===== src/rtl/alu_multicycle.sv =====
// Registered ALU with single-cycle ops, multi-cycle shift-add MUL and optional restoring DIV.
// Define ALU_DIV_EN to build the divider for opcode 0xF; otherwise 0xF acts as NOP.
module alu_multicycle #(
  parameter int WIDTH = 8
) (
  input  logic             clk_i,
  input  logic             rst_i,
  input  logic             start_i,
  input  logic [3:0]       alu_op_i,
  input  logic [WIDTH-1:0] operand_a_i,
  input  logic [WIDTH-1:0] operand_b_i,
  output logic [WIDTH-1:0] result_o,
  output logic [WIDTH-1:0] result_hi_o,
  output logic             zero_o,
  output logic             carry_o,
  output logic             negative_o,
  output logic             overflow_o,
  output logic             busy_o,
  output logic             done_o
);

  localparam int SHAMT_W = $clog2(WIDTH);
  localparam int MSB = WIDTH - 1;
  localparam logic [SHAMT_W:0] COUNT_INIT = (SHAMT_W+1)'(WIDTH);
  localparam logic [SHAMT_W:0] COUNT_LAST = (SHAMT_W+1)'(1);

  localparam logic [3:0] OP_ADD_DIRECT = 4'h1, OP_ADD_REG = 4'h2, OP_SUB = 4'h3,
                         OP_AND = 4'h4, OP_OR = 4'h5, OP_XOR = 4'h6, OP_NOT_A = 4'h7,
                         OP_SHL = 4'h8, OP_SHR = 4'h9, OP_ROL = 4'hA, OP_ROR = 4'hB,
                         OP_CMP = 4'hC, OP_INC = 4'hD, OP_MUL = 4'hE, OP_DIV = 4'hF;

  typedef enum logic {IDLE, BUSY} state_e;

  state_e             state_q;
  logic [SHAMT_W:0]   count_q;
  logic               isDiv_q;
  logic [WIDTH-1:0]   a_q, b_q, hi_q, lo_q;
  logic [WIDTH-1:0]   result_q, resultHi_q;
  logic               zero_q, carry_q, negative_q, overflow_q, busy_q, done_q;

  logic [SHAMT_W-1:0] shamt;
  logic [WIDTH:0]     addSum, subDiff, incSum, shlExt, shrExt;
  logic [WIDTH-1:0]   rolRes, rorRes;
  logic [WIDTH-1:0]   aluRes, flagSrc;
  logic               aluCarry, aluOverflow;
  logic               startMul, startDiv;

  assign shamt   = operand_b_i[SHAMT_W-1:0];
  assign addSum  = {1'b0, operand_a_i} + {1'b0, operand_b_i};
  assign subDiff = {1'b0, operand_a_i} - {1'b0, operand_b_i};
  assign incSum  = {1'b0, operand_a_i} + {{WIDTH{1'b0}}, 1'b1};
  // Extra bit on the shifted-out side captures the last bit lost.
  assign shlExt  = {1'b0, operand_a_i} << shamt;
  assign shrExt  = {operand_a_i, 1'b0} >> shamt;
  assign rolRes  = (operand_a_i << shamt) | (operand_a_i >> (WIDTH - int'(shamt)));
  assign rorRes  = (operand_a_i >> shamt) | (operand_a_i << (WIDTH - int'(shamt)));

  assign startMul = (alu_op_i == OP_MUL);
`ifdef ALU_DIV_EN
  assign startDiv = (alu_op_i == OP_DIV);
`else
  assign startDiv = 1'b0;
`endif

  always_comb begin
    aluRes      = '0;
    aluCarry    = 1'b0;
    aluOverflow = 1'b0;
    case (alu_op_i)
      OP_ADD_DIRECT, OP_ADD_REG: begin
        aluRes      = addSum[MSB:0];
        aluCarry    = addSum[WIDTH];
        aluOverflow = (operand_a_i[MSB] == operand_b_i[MSB]) && (addSum[MSB] != operand_a_i[MSB]);
      end
      OP_SUB, OP_CMP: begin
        aluRes      = (alu_op_i == OP_SUB) ? subDiff[MSB:0] : '0;
        aluCarry    = subDiff[WIDTH];
        aluOverflow = (operand_a_i[MSB] != operand_b_i[MSB]) && (subDiff[MSB] != operand_a_i[MSB]);
      end
      OP_AND:   aluRes = operand_a_i & operand_b_i;
      OP_OR:    aluRes = operand_a_i | operand_b_i;
      OP_XOR:   aluRes = operand_a_i ^ operand_b_i;
      OP_NOT_A: aluRes = ~operand_a_i;
      OP_SHL: begin
        aluRes   = shlExt[MSB:0];
        aluCarry = shlExt[WIDTH];
      end
      OP_SHR: begin
        aluRes   = shrExt[WIDTH:1];
        aluCarry = shrExt[0];
      end
      OP_ROL: begin
        aluRes   = rolRes;
        aluCarry = (shamt != '0) && rolRes[0];
      end
      OP_ROR: begin
        aluRes   = rorRes;
        aluCarry = (shamt != '0) && rorRes[MSB];
      end
      OP_INC: begin
        aluRes      = incSum[MSB:0];
        aluCarry    = incSum[WIDTH];
        aluOverflow = ~operand_a_i[MSB] & incSum[MSB];
      end
      default: aluRes = '0;
    endcase
    flagSrc = (alu_op_i == OP_CMP) ? subDiff[MSB:0] : aluRes;
  end

  // One iteration of the long op: hi_q/lo_q hold product halves for MUL, remainder/quotient for DIV.
  logic [WIDTH:0]   mulSum;
  logic [WIDTH-1:0] stepHi_d, stepLo_d;
`ifdef ALU_DIV_EN
  logic [WIDTH:0]   divShift;
  logic [WIDTH-1:0] divDiff;
`endif

  always_comb begin
    mulSum   = {1'b0, hi_q} + (lo_q[0] ? {1'b0, a_q} : '0);
    stepHi_d = mulSum[WIDTH:1];
    stepLo_d = {mulSum[0], lo_q[MSB:1]};
`ifdef ALU_DIV_EN
    divShift = {hi_q, lo_q[MSB]};
    divDiff  = divShift[MSB:0] - b_q;
    if (isDiv_q) begin
      if (divShift >= {1'b0, b_q}) begin
        stepHi_d = divDiff;
        stepLo_d = {lo_q[MSB-1:0], 1'b1};
      end else begin
        stepHi_d = divShift[MSB:0];
        stepLo_d = {lo_q[MSB-1:0], 1'b0};
      end
    end
`endif
  end

  always_ff @(posedge clk_i) begin
    if (rst_i) begin
      state_q     <= IDLE;
      count_q     <= '0;
      isDiv_q     <= 1'b0;
      a_q         <= '0;
      b_q         <= '0;
      hi_q        <= '0;
      lo_q        <= '0;
      result_q    <= '0;
      resultHi_q  <= '0;
      zero_q      <= 1'b0;
      carry_q     <= 1'b0;
      negative_q  <= 1'b0;
      overflow_q  <= 1'b0;
      busy_q      <= 1'b0;
      done_q      <= 1'b0;
    end else begin
      done_q <= 1'b0;
      case (state_q)
        IDLE: begin
          if (start_i) begin
            if (startMul || startDiv) begin
              isDiv_q <= startDiv;
              a_q     <= operand_a_i;
              b_q     <= operand_b_i;
              hi_q    <= '0;
              lo_q    <= startDiv ? operand_a_i : operand_b_i;
              count_q <= COUNT_INIT;
              busy_q  <= 1'b1;
              state_q <= BUSY;
            end else begin
              result_q   <= aluRes;
              resultHi_q <= '0;
              zero_q     <= (flagSrc == '0);
              negative_q <= flagSrc[MSB];
              carry_q    <= aluCarry;
              overflow_q <= aluOverflow;
              done_q     <= 1'b1;
            end
          end
        end
        BUSY: begin
          hi_q    <= stepHi_d;
          lo_q    <= stepLo_d;
          count_q <= count_q - 1'b1;
          // The last step's values go straight to the outputs in the same edge.
          if (count_q == COUNT_LAST) begin
            result_q   <= stepLo_d;
            resultHi_q <= stepHi_d;
            zero_q     <= isDiv_q ? (stepLo_d == '0) : ({stepHi_d, stepLo_d} == '0);
            negative_q <= isDiv_q ? stepLo_d[MSB] : stepHi_d[MSB];
            carry_q    <= ~isDiv_q && (stepHi_d != '0);
            overflow_q <= isDiv_q && (b_q == '0);
            done_q     <= 1'b1;
            busy_q     <= 1'b0;
            state_q    <= IDLE;
          end
        end
        default: state_q <= IDLE;
      endcase
    end
  end

  assign result_o    = result_q;
  assign result_hi_o = resultHi_q;
  assign zero_o      = zero_q;
  assign carry_o     = carry_q;
  assign negative_o  = negative_q;
  assign overflow_o  = overflow_q;
  assign busy_o      = busy_q;
  assign done_o      = done_q;

endmodule


===== config.mk =====
export PLATFORM = sky130hd
export DESIGN_NAME = alu_multicycle
export DESIGN_NICKNAME = d
export VERILOG_FILES = /design/src/rtl/alu_multicycle.sv
export SDC_FILE = /design/constraint.sdc
export NUM_CORES = 1
export LEC_CHECK = 0
export ABC_AREA = 1
export CAP_MARGIN = 25
export CORE_MARGIN = 3
export CORE_UTILIZATION = 35
export DETAILED_ROUTE_END_ITERATION = 10
export PLACE_DENSITY_LB_ADDON = 0.15
export SYNTH_ARGS = -nofsm -noshare
export SYNTH_HDL_FRONTEND = slang
export SYNTH_SLANG_ARGS = --single-unit

===== constraint.sdc =====
create_clock -name clk_i -period 3.75 [get_ports clk_i]
set_input_delay 0.375 -clock clk_i [delete_from_list [all_inputs] [get_ports clk_i]]
set_output_delay 0.375 -clock clk_i [all_outputs]
set_load 0.01 [all_outputs]

==> results.rst, run 1 <==
.. list-table::
   :header-rows: 1

   * - Metric
     - Value
   * - Global-route usage over all layers
     - 0.245
   * - Clock tree from TritonCTS
     - built
   * - Number of remaining DRC errors
     - 0
   * - Worst endpoint required time
     - slightly below 4000 ps
   * - Count of yosys warnings during synthesis
     - 0
   * - Effective utilization at floorplan
     - 0.362
   * - Pin count of the biggest net entering global routing
     - 32
   * - Clock insertion delay at the later pin of the skew report
     - just under 300 ps
   * - Critical path's slowest cell
     - clkdlybuf4s50_1
   * - Timing endpoint of the critical path
     - zero_o
   * - CP startpoint
     - operand_a_i[0]
   * - R2r startpoint
     - lo_q[0]
   * - First-pass GRT wire length
     - between 30 and 40 mm
   * - Die Y
     - approximately 130 µm
   * - Share of synthesized flip-flops with an asynchronous set or reset
     - 0
   * - Via total after detailed routing
     - a little over 6,000
   * - Port bufs
     - 44
   * - Post-route worst hold slack
     - approximately 460 ps
   * - Number of gates resized after cts
     - 0
   * - Number of standard cells after synthesis
     - roughly 900
   * - Floorplan row count
     - 44
   * - Clock sink count
     - 51
   * - Initial DRC Count
     - 614
   * - Worst min-delay path class
     - reg -> reg
   * - Number of buffers inserted by post-CTS setup repair
     - 0
   * - Worst setup slack after placement
     - roughly 410 ps
   * - Via density
     - between 5 and 6
   * - Synthesized area per cell
     - about 5.8 µm²
   * - Least-Margin Pin Slew
     - between 700 and 800 ps
   * - Buffer levels on the longest clock path
     - 2
   * - Worst clock skew on the final layout
     - about 5.4 ps
   * - Flop2flop setup slack
     - approximately 1000 ps
   * - Least setup slack across all paths after layout
     - between 600 and 700 ps
   * - Number of ports placed on the die boundary
     - 45
   * - Most numerous cell on the critical path
     - nor2_1
   * - Type of element launching the critical path
     - input pin
   * - Endpoint class of the critical path
     - register
   * - Number of iterations in the first detailed-routing pass
     - 6
   * - Share of final-layout standard cells stronger than drive strength 1
     - 0.0502
   * - Worst IR drop on VDD
     - ~180 µV
   * - Final Setup Violations
     - 0
   * - Net count of the finished layout
     - about 1,000
   * - Worst setup path category
     - in -> reg
   * - Sequential-to-total area share from yosys stat
     - 0.192
   * - Slew headroom
     - 0.507
   * - Count of max-cap constraint violations
     - 0
   * - Number of synthesized flops with an enable pin
     - 0
   * - Hold-fix buffer count after cts
     - 0
   * - Final sum of negative setup slack
     - 0 ps
   * - Worst-path maximum fanout
     - 7
   * - Slew Viols, Final
     - 0
   * - Final min period
     - approximately 3100 ps
   * - Most common cell after layout, fill and taps aside
     - nand2_1
   * - Die outline area
     - about 0.017 mm²
   * - P_leak
     - 3.02 nW
   * - Total standard cell area after synthesis
     - 0.00533 mm²
   * - Antenna violations before repair
     - 1
   * - Final worst path period share
     - 0.825
   * - Worst stage delay on the critical path
     - around 660 ps
   * - Gp weighted congestion
     - roughly 1
   * - Reg2reg end
     - carry_o
   * - Post-detailed-placement half-perimeter wirelength
     - 16.3 mm
   * - Total gr overflow
     - 0
   * - Drt total wl
     - just over 20 mm
   * - H-tree Lvls
     - 2
   * - Most used cells in the layout excluding fill and tap cells
     - nand2_1 (301), nand3_1 (122), inv_1 (107)
   * - Total power density per cell area
     - 269 mW/mm²
   * - Cell Chain, Critical Path
     - clkdlybuf4s50_1 -> inv_1 -> ha_1 -> fa_1 -> inv_1 -> nand3_1 -> nand2_1 -> nor2_1 -> nand2_1 -> nor2_1 -> nand3_1 -> nor2_1 -> nand3_1 -> nor2_1 -> nand2_1 -> a21oi_2
   * - Area inside the core boundary
     - 0.0147 mm²
   * - Max Fclk
     - around 320 MHz
   * - Critical Path AT
     - between 3000 and 4000 ps
   * - Clock-pin slew reported for the worst setup and hold paths after clock tree synthesis
     - roughly 70 ps
   * - Area added between synthesis and finish
     - 15.5%
   * - Clk root buf
     - clkbuf_16
   * - Die X-Extent
     - 129 µm
   * - Average wire per standard cell
     - roughly 18 µm
   * - Number of global-route vias before repair
     - 5,670
   * - Setup repair after global routing missed its margin
     - false
   * - Ys flop type
     - dfxtp_1
   * - Number of storage elements in the synthesis netlist
     - just over 50
   * - Run status
     - complete, no violations
   * - Net Count, Synth
     - between 900 and 1,000
   * - Final hold viol count
     - 0
   * - # diodes
     - 0
   * - Count of different cell masters after synthesis
     - 45
   * - Number of buffers created by CTS
     - 5
   * - Path depth of the worst reg2reg path
     - 16
   * - Remaining antenna violation count
     - 0
metal layers:
metal,vias to the layer above,GRT usage,wire length (µm)
li1,3071,-,-
met1,2763,0.335,9110
met2,272,0.398,9270
met3,47,0.0256,1250
met4,2,0.0920,780
met5,-,0,7
metrics by stage:
stage | instance area (µm²) | std cells | power [mW] | utilization
global route | 6160 | 1140 | 1.75 | 0.419
finish | 6160 | 1140 | 1.66 | 0.419
detailed placement | 5980 | 1132 | 1.13 | 0.407
floorplan | 5330 | 914 | 0.933 | -
CTS | 6160 | 1140 | 1.66 | 0.419
global placement | 5980 | 1132 | 1.14 | 0.407
layout make-up:
cell class	instances	area, µm²
multi-input cells	720	3710
fillers	1630	8540
well taps	184	230
clock inverters	2	35.0
repair buffers	65	598
flip-flops and latches	51	1020
inverters	112	425
clock buffers	6	139
how the worst min path moves through the flow:
stage	cells past startpoint	startpoint	endpoint	slack [ps]
2_1_floorplan	2	hi_q[0]	hi_q[0]	450
3_3_place_gp	2	result_hi_o[1]	result_hi_o[1]	450
3_5_place_dp	2	result_hi_o[2]	result_hi_o[2]	460
4_1_cts	2	result_hi_o[2]	result_hi_o[2]	470
5_1_grt	2	result_hi_o[2]	result_hi_o[2]	490
6_report	2	result_hi_o[2]	result_hi_o[2]	460
critical path, delay by kind of cell:
kind | cells | cell delay, ps
compound gates | 1 | 100
fa+ha+maj | 2 | 780
buf+inv | 3 | 920
simple gates | 10 | 1140
where the power goes:
group / internal, mW / switching [mW] / leakage, nW / total (mW)
clock: 0.332 / 0.198 / 0.0868 / 0.529
sequential: 0.558 / 0.00996 / 0.414 / 0.568
combinational: 0.189 / 0.372 / 2.52 / 0.560
total: 1.08 / 0.579 / 3.02 / 1.66
cells in the mapped netlist, types with 3 or more instances:
cell	n	area, µm²
nand2_1	301	1130
nand3_1	122	611
inv_1	107	402
nor2_1	82	308
a21oi_1	52	260
dfxtp_1	51	1020
ha_1	39	488
o21ai_0	31	155
nand4_1	21	131
a31oi_1	18	113
clkbuf_1	13	48.8
buf_2	12	60.1
nor3_1	4	20.0
nor4_1	4	25.0
o211ai_1	4	30.0
buf_4	3	22.5
clkinv_1	3	11.3
fa_1	3	60.1
nand2_2	3	18.8
nand2_8	3	60.1
xnor2_1	3	26.3
sequential cells by signal, summed over array words and instances (netlist names):
register,cells
overflow_o,1
lo_q,8
result_o,8
done_o,1
busy_o,1
count_q,4
result_hi_o,8
a_q,8
hi_q,8
zero_o,1
carry_o,1
negative_o,1
state_q,1
kinds of logic after synthesis:
family | share of synthesized area
AND/OR/NAND/NOR | 0.456
buffers and inverters | 0.112
AO/OA/AOI/OAI | 0.129
flip-flops | 0.192
adder cells (fa/ha/maj) | 0.103
XOR/XNOR | 0.00822
No activity file was read; power rests on OpenSTA's default activity.
==> inputs of run 2 (changes only) <==
==> constraint.sdc (replaced) <==
create_clock -name clk_i -period 2.9 [get_ports clk_i]
set_input_delay 0.29 -clock clk_i [delete_from_list [all_inputs] [get_ports clk_i]]
set_output_delay 0.29 -clock clk_i [all_outputs]
set_load 0.01 [all_outputs]
==> results.rst, run 2 (synthesis results as in run 1) <==
.. list-table::
   :header-rows: 1

   * - Metric
     - Value
   * - Clock tree from TritonCTS
     - built (unchanged)
   * - Floorplan row count
     - 44 (unchanged)
   * - Number of remaining DRC errors
     - 0 (unchanged)
   * - Slew Viols, Final
     - 0 (unchanged)
   * - Fill cell count
     - 1,646 (was 1,630)
   * - Most numerous cell on the critical path
     - nor2_1 (unchanged)
   * - Share of final-layout standard cells stronger than drive strength 1
     - 0.103 (was 0.0502)
   * - CP startpoint
     - operand_b_i[0] (was operand_a_i[0])
   * - Pin count of the biggest net entering global routing
     - 32 (unchanged)
   * - Slew headroom
     - 0.614 (was 0.507)
   * - Timing endpoint of the critical path
     - zero_o (unchanged)
   * - Antenna violations before repair
     - 0 (was 1)
   * - Worst clock skew on the final layout
     - 4.69 ps (was 5.40 ps)
   * - Hold-fix buffer count after cts
     - 0 (unchanged)
   * - Number of iterations in the first detailed-routing pass
     - 5 (was 6)
   * - Critical path's slowest cell
     - clkdlybuf4s50_1 (unchanged)
   * - # diodes
     - 0 (unchanged)
   * - Final worst path period share
     - 0.892
   * - Non-filler cells, final
     - 1,196 (was 1,140)
   * - H-tree Lvls
     - 2 (unchanged)
   * - Average wire per standard cell
     - 17.1 µm (was 17.9 µm)
   * - Met1 track demand over resource
     - 0.328 (was 0.335)
   * - Clock-pin slew reported for the worst setup and hold paths after clock tree synthesis
     - 70 ps (about the same)
   * - Number of global-route vias before repair
     - 5,982 (was 5,670)
   * - Area added between synthesis and finish
     - 24.0% (was 15.5%)
   * - Die outline area
     - 0.0167 mm² (unchanged)
   * - Die Y
     - 129 µm (unchanged)
   * - Flop2flop setup slack
     - 460 ps (was 1040 ps)
   * - Global-route usage over all layers
     - 0.246 (was 0.245)
   * - Count of max-cap constraint violations
     - 0 (unchanged)
   * - Most Used Layer, Global Route
     - met2 (unchanged)
   * - Worst setup path category
     - in -> reg (unchanged)
   * - Max Fclk
     - slightly below 400 MHz
   * - Worst min-delay path class
     - reg -> reg (unchanged)
   * - Type of element launching the critical path
     - input pin (unchanged)
   * - Final hold viol count
     - 0 (unchanged)
   * - GR met2 Demand/Resource
     - 0.420 (was 0.398)
   * - Multi-input logic area
     - 0.00371 mm² (unchanged)
   * - Drt total wl
     - 20.4 mm (about the same)
   * - Worst IR drop on VDD
     - 259 µV (was 183 µV)
   * - Area inside the core boundary
     - 0.0147 mm² (unchanged)
   * - Number of placed cells counting well taps
     - 1,188 (was 1,132)
   * - P_leak
     - 3.30 nW (was 3.02 nW)
   * - Met3 GRT Util
     - 0.0264 (was 0.0256)
   * - Final min period
     - approximately 2600 ps
   * - Post-detailed-placement half-perimeter wirelength
     - 16.7 mm (was 16.3 mm)
   * - Cell Chain, Critical Path
     - clkdlybuf4s50_1 -> ha_1 -> fa_1 -> inv_1 -> nand3_1 -> nand2_1 -> nor2_1 -> nand2_1 -> nor2_1 -> nand3_1 -> nor2_1 -> nand3_1 -> nor2_1 -> nand2_1 -> a21oi_2 (was clkdlybuf4s50_1 -> inv_1 -> ha_1 -> fa_1 -> inv_1 -> nand3_1 -> nand2_1 -> nor2_1 -> nand2_1 -> nor2_1 -> nand3_1 -> nor2_1 -> nand3_1 -> nor2_1 -> nand2_1 -> a21oi_2)
   * - Buffer levels on the longest clock path
     - 2 (unchanged)
   * - Number of buffers inserted by post-CTS setup repair
     - 0 (unchanged)
   * - Worst endpoint required time
     - 3130 ps (was 3980 ps)
   * - Initial DRC Count
     - 494 (was 614)
   * - Final sum of negative setup slack
     - 0 ps (unchanged)
   * - Critical Path AT
     - 2810 ps (was 3330 ps)
   * - Setup repair after global routing missed its margin
     - false (unchanged)
   * - Remaining antenna violation count
     - 0 (unchanged)
   * - Worst stage delay on the critical path
     - 540 ps (was 660 ps)
   * - Worst-path maximum fanout
     - 4 (was 7)
   * - Net count of the finished layout
     - 1,076 (was 1,020)
   * - Endpoint class of the critical path
     - register (unchanged)
   * - First-pass GRT wire length
     - 32.2 mm (was 31.8 mm)
   * - Port bufs
     - 44 (unchanged)
   * - Number of buffers created by CTS
     - 5 (unchanged)
   * - Gp weighted congestion
     - 0.961 (was 0.988)
   * - Die X-Extent
     - 129 µm (unchanged)
   * - Path depth of the worst reg2reg path
     - 16 (unchanged)
   * - Number of ports placed on the die boundary
     - 45 (unchanged)
   * - Via total after detailed routing
     - 6,218 (was 6,155)
   * - Clock insertion delay at the later pin of the skew report
     - 290 ps (about the same)
   * - Effective utilization at floorplan
     - 0.362 (unchanged)
   * - Least-Margin Pin Slew
     - 578 ps (was 738 ps)
   * - Area taken by flip-flops and latches
     - 0.00102 mm² (unchanged)
   * - Most common cell after layout, fill and taps aside
     - nand2_1 (unchanged)
   * - Final Setup Violations
     - 0 (unchanged)
   * - Run status
     - complete, no violations (unchanged)
   * - R2r startpoint
     - lo_q[0] (unchanged)
   * - Clock sink count
     - 51 (unchanged)
   * - Number of gates resized after cts
     - 0 (unchanged)
   * - Clk root buf
     - clkbuf_16 (unchanged)
   * - Via density
     - 5.20 (was 5.40)
   * - Reg2reg end
     - carry_o (unchanged)
   * - Most used cells in the layout excluding fill and tap cells
     - nand2_1 (301), nand3_1 (122), inv_1 (107) (unchanged)
   * - Total power density per cell area
     - 349 mW/mm² (was 269 mW/mm²)
   * - Total gr overflow
     - 0 (unchanged)
==> run 2: cell count changes in the layout (fill, tap and decap cells not counted) <==
cell	change
buf_12	+1
clkinvlp_4	+1
clkinv_2	-1
buf_4	+55
clkbuf_8	-1
bufinv_16	+1
==> run 2: worst min path at each step <==
| stage | startpoint | endpoint | slack, ps | depth (start not counted) |
|---|---|---|---|---|
| after floorplan | rst_i | count_q[2] | 370 | 1 |
| after global placement | result_hi_o[6] | result_hi_o[6] | 460 | 2 |
| after detailed placement | result_hi_o[6] | result_hi_o[6] | 450 | 2 |
| after CTS | result_hi_o[6] | result_hi_o[6] | 470 | 2 |
| after global routing | result_hi_o[6] | result_hi_o[6] | 480 | 2 |
| final | result_hi_o[2] | result_hi_o[2] | 460 | 2 |
==> run 2: cell type report <==
type,count,share of cell area
clock inverter,3,0.0102
sequential,51,0.155
clock buffer,5,0.0189
timing repair buffer,121,0.156
multi-input combinational,720,0.561
tap,184,0.0348
inverter,112,0.0644
==> run 2: critical path: cells and delay by family <==
family          cells  cell delay (ps)
compound gates      1              100
fa+ha+maj           2              770
buf+inv             2              600
simple gates       10             1040
==> run 2: metal layers <==
| metal | up-vias | routed length [µm] |
|---|---|---|
| met5 | - | 0 |
| met4 | 0 | 558 |
| met3 | 36 | 964 |
| met2 | 189 | 9700 |
| met1 | 2818 | 9210 |
| li1 | 3175 | - |
==> run 2: metrics by stage <==
| step | area, µm² | power [mW] | util | hold WS, ps | setup slack, ps |
|---|---|---|---|---|---|
| after detailed placement | 6410 | 1.55 | 0.436 | 454 | 37.8 |
| after global placement | 6410 | 1.56 | 0.436 | 456 | 51.9 |
| final | 6610 | 2.31 | 0.450 | 463 | 314 |
| after floorplan | 5330 | 1.21 | - | 369 | 703 |
| after CTS | 6610 | 2.32 | 0.450 | 466 | 335 |
| after global routing | 6610 | 2.44 | 0.450 | 478 | 144 |
==> run 2: report_power, final <==
group	switching, mW	internal (mW)
Clock	0.263	0.494
Combinational	0.497	0.314
Sequential	0.0150	0.722
Total	0.776	1.53
==> inputs of run 3 (changes only) <==
--- a/config.mk
+++ b/config.mk
@@ -7,7 +7,7 @@
 export LEC_CHECK = 0
 export ABC_AREA = 1
 export CAP_MARGIN = 25
-export CORE_MARGIN = 3
+export CORE_MARGIN = 1
 export CORE_UTILIZATION = 35
 export DETAILED_ROUTE_END_ITERATION = 10
 export PLACE_DENSITY_LB_ADDON = 0.15
==> results.rst, run 3 (synthesis results as in run 1) <==
.. list-table::
   :header-rows: 1

   * - Metric
     - Value
   * - Count of max-cap constraint violations
     - 0 (unchanged)
   * - Final hold viol count
     - 0 (unchanged)
   * - Floorplan row count
     - 44 (unchanged)
   * - Setup repair after global routing missed its margin
     - false (unchanged)
   * - Die Y
     - 125 µm (was 129 µm)
   * - Effective utilization at floorplan
     - 0.362 (unchanged)
   * - Max Fclk
     - 386 MHz (was 387 MHz)
   * - Endpoint class of the critical path
     - register (unchanged)
   * - Non-Filler Cell Area, Final
     - 0.00648 mm² (was 0.00661 mm²)
   * - Via total after detailed routing
     - 6,153 (was 6,218)
   * - Fill cell count
     - 1,596 (was 1,646)
   * - Worst setup path category
     - in -> reg (unchanged)
   * - Drt total wl
     - 19.3 mm (was 20.4 mm)
   * - Number of global-route vias before repair
     - 5,946 (was 5,982)
   * - Cell depth of the worst min-delay path
     - 2 (unchanged)
   * - Port bufs
     - 44 (unchanged)
   * - Final sum of negative setup slack
     - 0 ps (unchanged)
   * - Type of element launching the critical path
     - input pin (unchanged)
   * - Pin count of the biggest net entering global routing
     - 33 (was 32)
   * - First-pass GRT wire length
     - 31.4 mm (was 32.2 mm)
   * - Number of placed cells counting well taps
     - 1,177 (was 1,188)
   * - Clock-pin slew reported for the worst setup and hold paths after clock tree synthesis
     - 70 ps (about the same)
   * - Final Setup Violations
     - 0 (unchanged)
   * - Hold-fix buffer count after cts
     - 0 (unchanged)
   * - Clock tree from TritonCTS
     - built (unchanged)
   * - Post-detailed-placement half-perimeter wirelength
     - 15.7 mm (was 16.7 mm)
   * - Net count of the finished layout
     - 1,065 (was 1,076)
   * - Non-filler cells, final
     - 1,185 (was 1,196)
   * - Final min period
     - 2590 ps (about the same)
   * - Multi-input logic area
     - 0.00371 mm² (unchanged)
   * - Global-route usage over all layers
     - 0.251 (was 0.246)
   * - Number of iterations in the first detailed-routing pass
     - 8 (was 5)
   * - Worst min-delay path class
     - reg -> reg (unchanged)
   * - Total gr overflow
     - 0 (unchanged)
   * - Flop2flop setup slack
     - 590 ps (was 460 ps)
   * - Worst-path maximum fanout
     - 13 (was 4)
   * - # diodes
     - 0 (unchanged)
   * - P_leak
     - 3.23 nW (was 3.30 nW)
   * - Reg2reg end
     - carry_o (unchanged)
   * - Area taken by flip-flops and latches
     - 0.00102 mm² (unchanged)
   * - Hold Crit Endpoint
     - result_hi_o[1] (was result_hi_o[2])
   * - Number of gates resized after cts
     - 0 (unchanged)
   * - Most common cell after layout, fill and taps aside
     - nand2_1 (unchanged)
   * - Worst IR drop on VDD
     - 294 µV (was 259 µV)
   * - Least-Margin Pin Slew
     - 520 ps (was 578 ps)
   * - Area added between synthesis and finish
     - 21.6% (was 24.0%)
   * - Number of remaining DRC errors
     - 0 (unchanged)
   * - Clk root buf
     - clkbuf_16 (unchanged)
   * - Slew Viols, Final
     - 0 (unchanged)
   * - Total power density per cell area
     - 326 mW/mm² (was 349 mW/mm²)
   * - Initial DRC Count
     - 528 (was 494)
   * - Average wire per standard cell
     - 16.3 µm (was 17.1 µm)
   * - Area inside the core boundary
     - 0.0147 mm² (unchanged)
   * - Tot Pwr
     - 2.11 mW (was 2.31 mW)
   * - Slew headroom
     - 0.653 (was 0.614)
   * - Worst clock skew on the final layout
     - 7.60 ps (was 4.69 ps)
   * - Run status
     - complete, no violations (unchanged)
   * - Die X-Extent
     - 125 µm (was 129 µm)
   * - Utilization after layout
     - 0.441 (was 0.450)
   * - Share of final-layout standard cells stronger than drive strength 1
     - 0.0929 (was 0.103)
   * - Via density
     - 5.19 (was 5.20)
   * - Most used cells in the layout excluding fill and tap cells
     - nand2_1 (301), nand3_1 (122), inv_1 (107) (unchanged)
   * - Gp weighted congestion
     - 0.980 (was 0.961)
   * - Worst min-delay path startpoint
     - result_hi_o[1] (was result_hi_o[2])
   * - Buffer levels on the longest clock path
     - 2 (unchanged)
   * - Remaining antenna violation count
     - 0 (unchanged)
   * - Critical Path AT
     - 2820 ps (was 2810 ps)
   * - Clock sink count
     - 51 (unchanged)
   * - Area after detailed placement
     - 0.00633 mm² (was 0.00641 mm²)
   * - Final worst path period share
     - 0.894 (was 0.892)
   * - Number of buffers created by CTS
     - 5 (unchanged)
   * - Number of buffers inserted by post-CTS setup repair
     - 0 (unchanged)
   * - R2r startpoint
     - lo_q[0] (unchanged)
   * - H-tree Lvls
     - 2 (unchanged)
   * - Path depth of the worst reg2reg path
     - 16 (unchanged)
   * - Die outline area
     - 0.0157 mm² (was 0.0167 mm²)
   * - Antenna violations before repair
     - 1 (was 0)
   * - Clock insertion delay at the later pin of the skew report
     - 290 ps (about the same)
   * - Number of ports placed on the die boundary
     - 45 (unchanged)
   * - Worst endpoint required time
     - 3130 ps (about the same)
==> run 3: per-layer routing <==
layer,part of all wire,global-route usage,up-vias
met5,0,0,-
met4,0.041,0.112,0
met3,0.050,0.0257,39
met2,0.46,0.427,197
met1,0.45,0.321,2764
li1,-,-,3153
==> run 3: worst max-delay path by stage <==
stage                        start      to  slack (ps)
floorplan           operand_b_i[2]  zero_o         700
global placement    operand_b_i[0]  zero_o          60
detailed placement  operand_b_i[0]  zero_o          60
CTS                 operand_b_i[0]  zero_o         350
global route        operand_b_i[0]  zero_o          90
finish              operand_b_i[0]  zero_o         310
==> run 3: layout make-up <==
type	count	share of cell area
sequential	51	0.158
inverter	112	0.0657
multi-input combinational	720	0.572
clock buffer	5	0.0193
timing repair buffer	110	0.146
tap	184	0.0355
clock inverter	3	0.00290
==> run 3: per-stage QoR <==
step | hold slack, ps | setup WS, ps
floorplan | 369 | 703
global placement | 453 | 63.3
detailed placement | 454 | 57.1
CTS | 465 | 353
global route | 484 | 91.0
finish | 462 | 307
==> run 3: where the power goes <==
| part | internal [mW] | switching (mW) |
|---|---|---|
| clock | 0.320 | 0.267 |
| combinational | 0.299 | 0.487 |
| sequential | 0.722 | 0.0137 |
| total | 1.34 | 0.767 |
==> run 3: critical path, stage by stage <==
cell	delay, ps
clkdlybuf4s50_1	640
inv_6	50
ha_1	300
inv_1	330
nand3_1	180
nand3_1	140
nand3_1	80
nand2_1	60
nand2_1	50
inv_1	40
nand3_1	160
nor2_1	210
nand2_1	70
nand2_1	60
nand2_1	60
a21oi_2	100
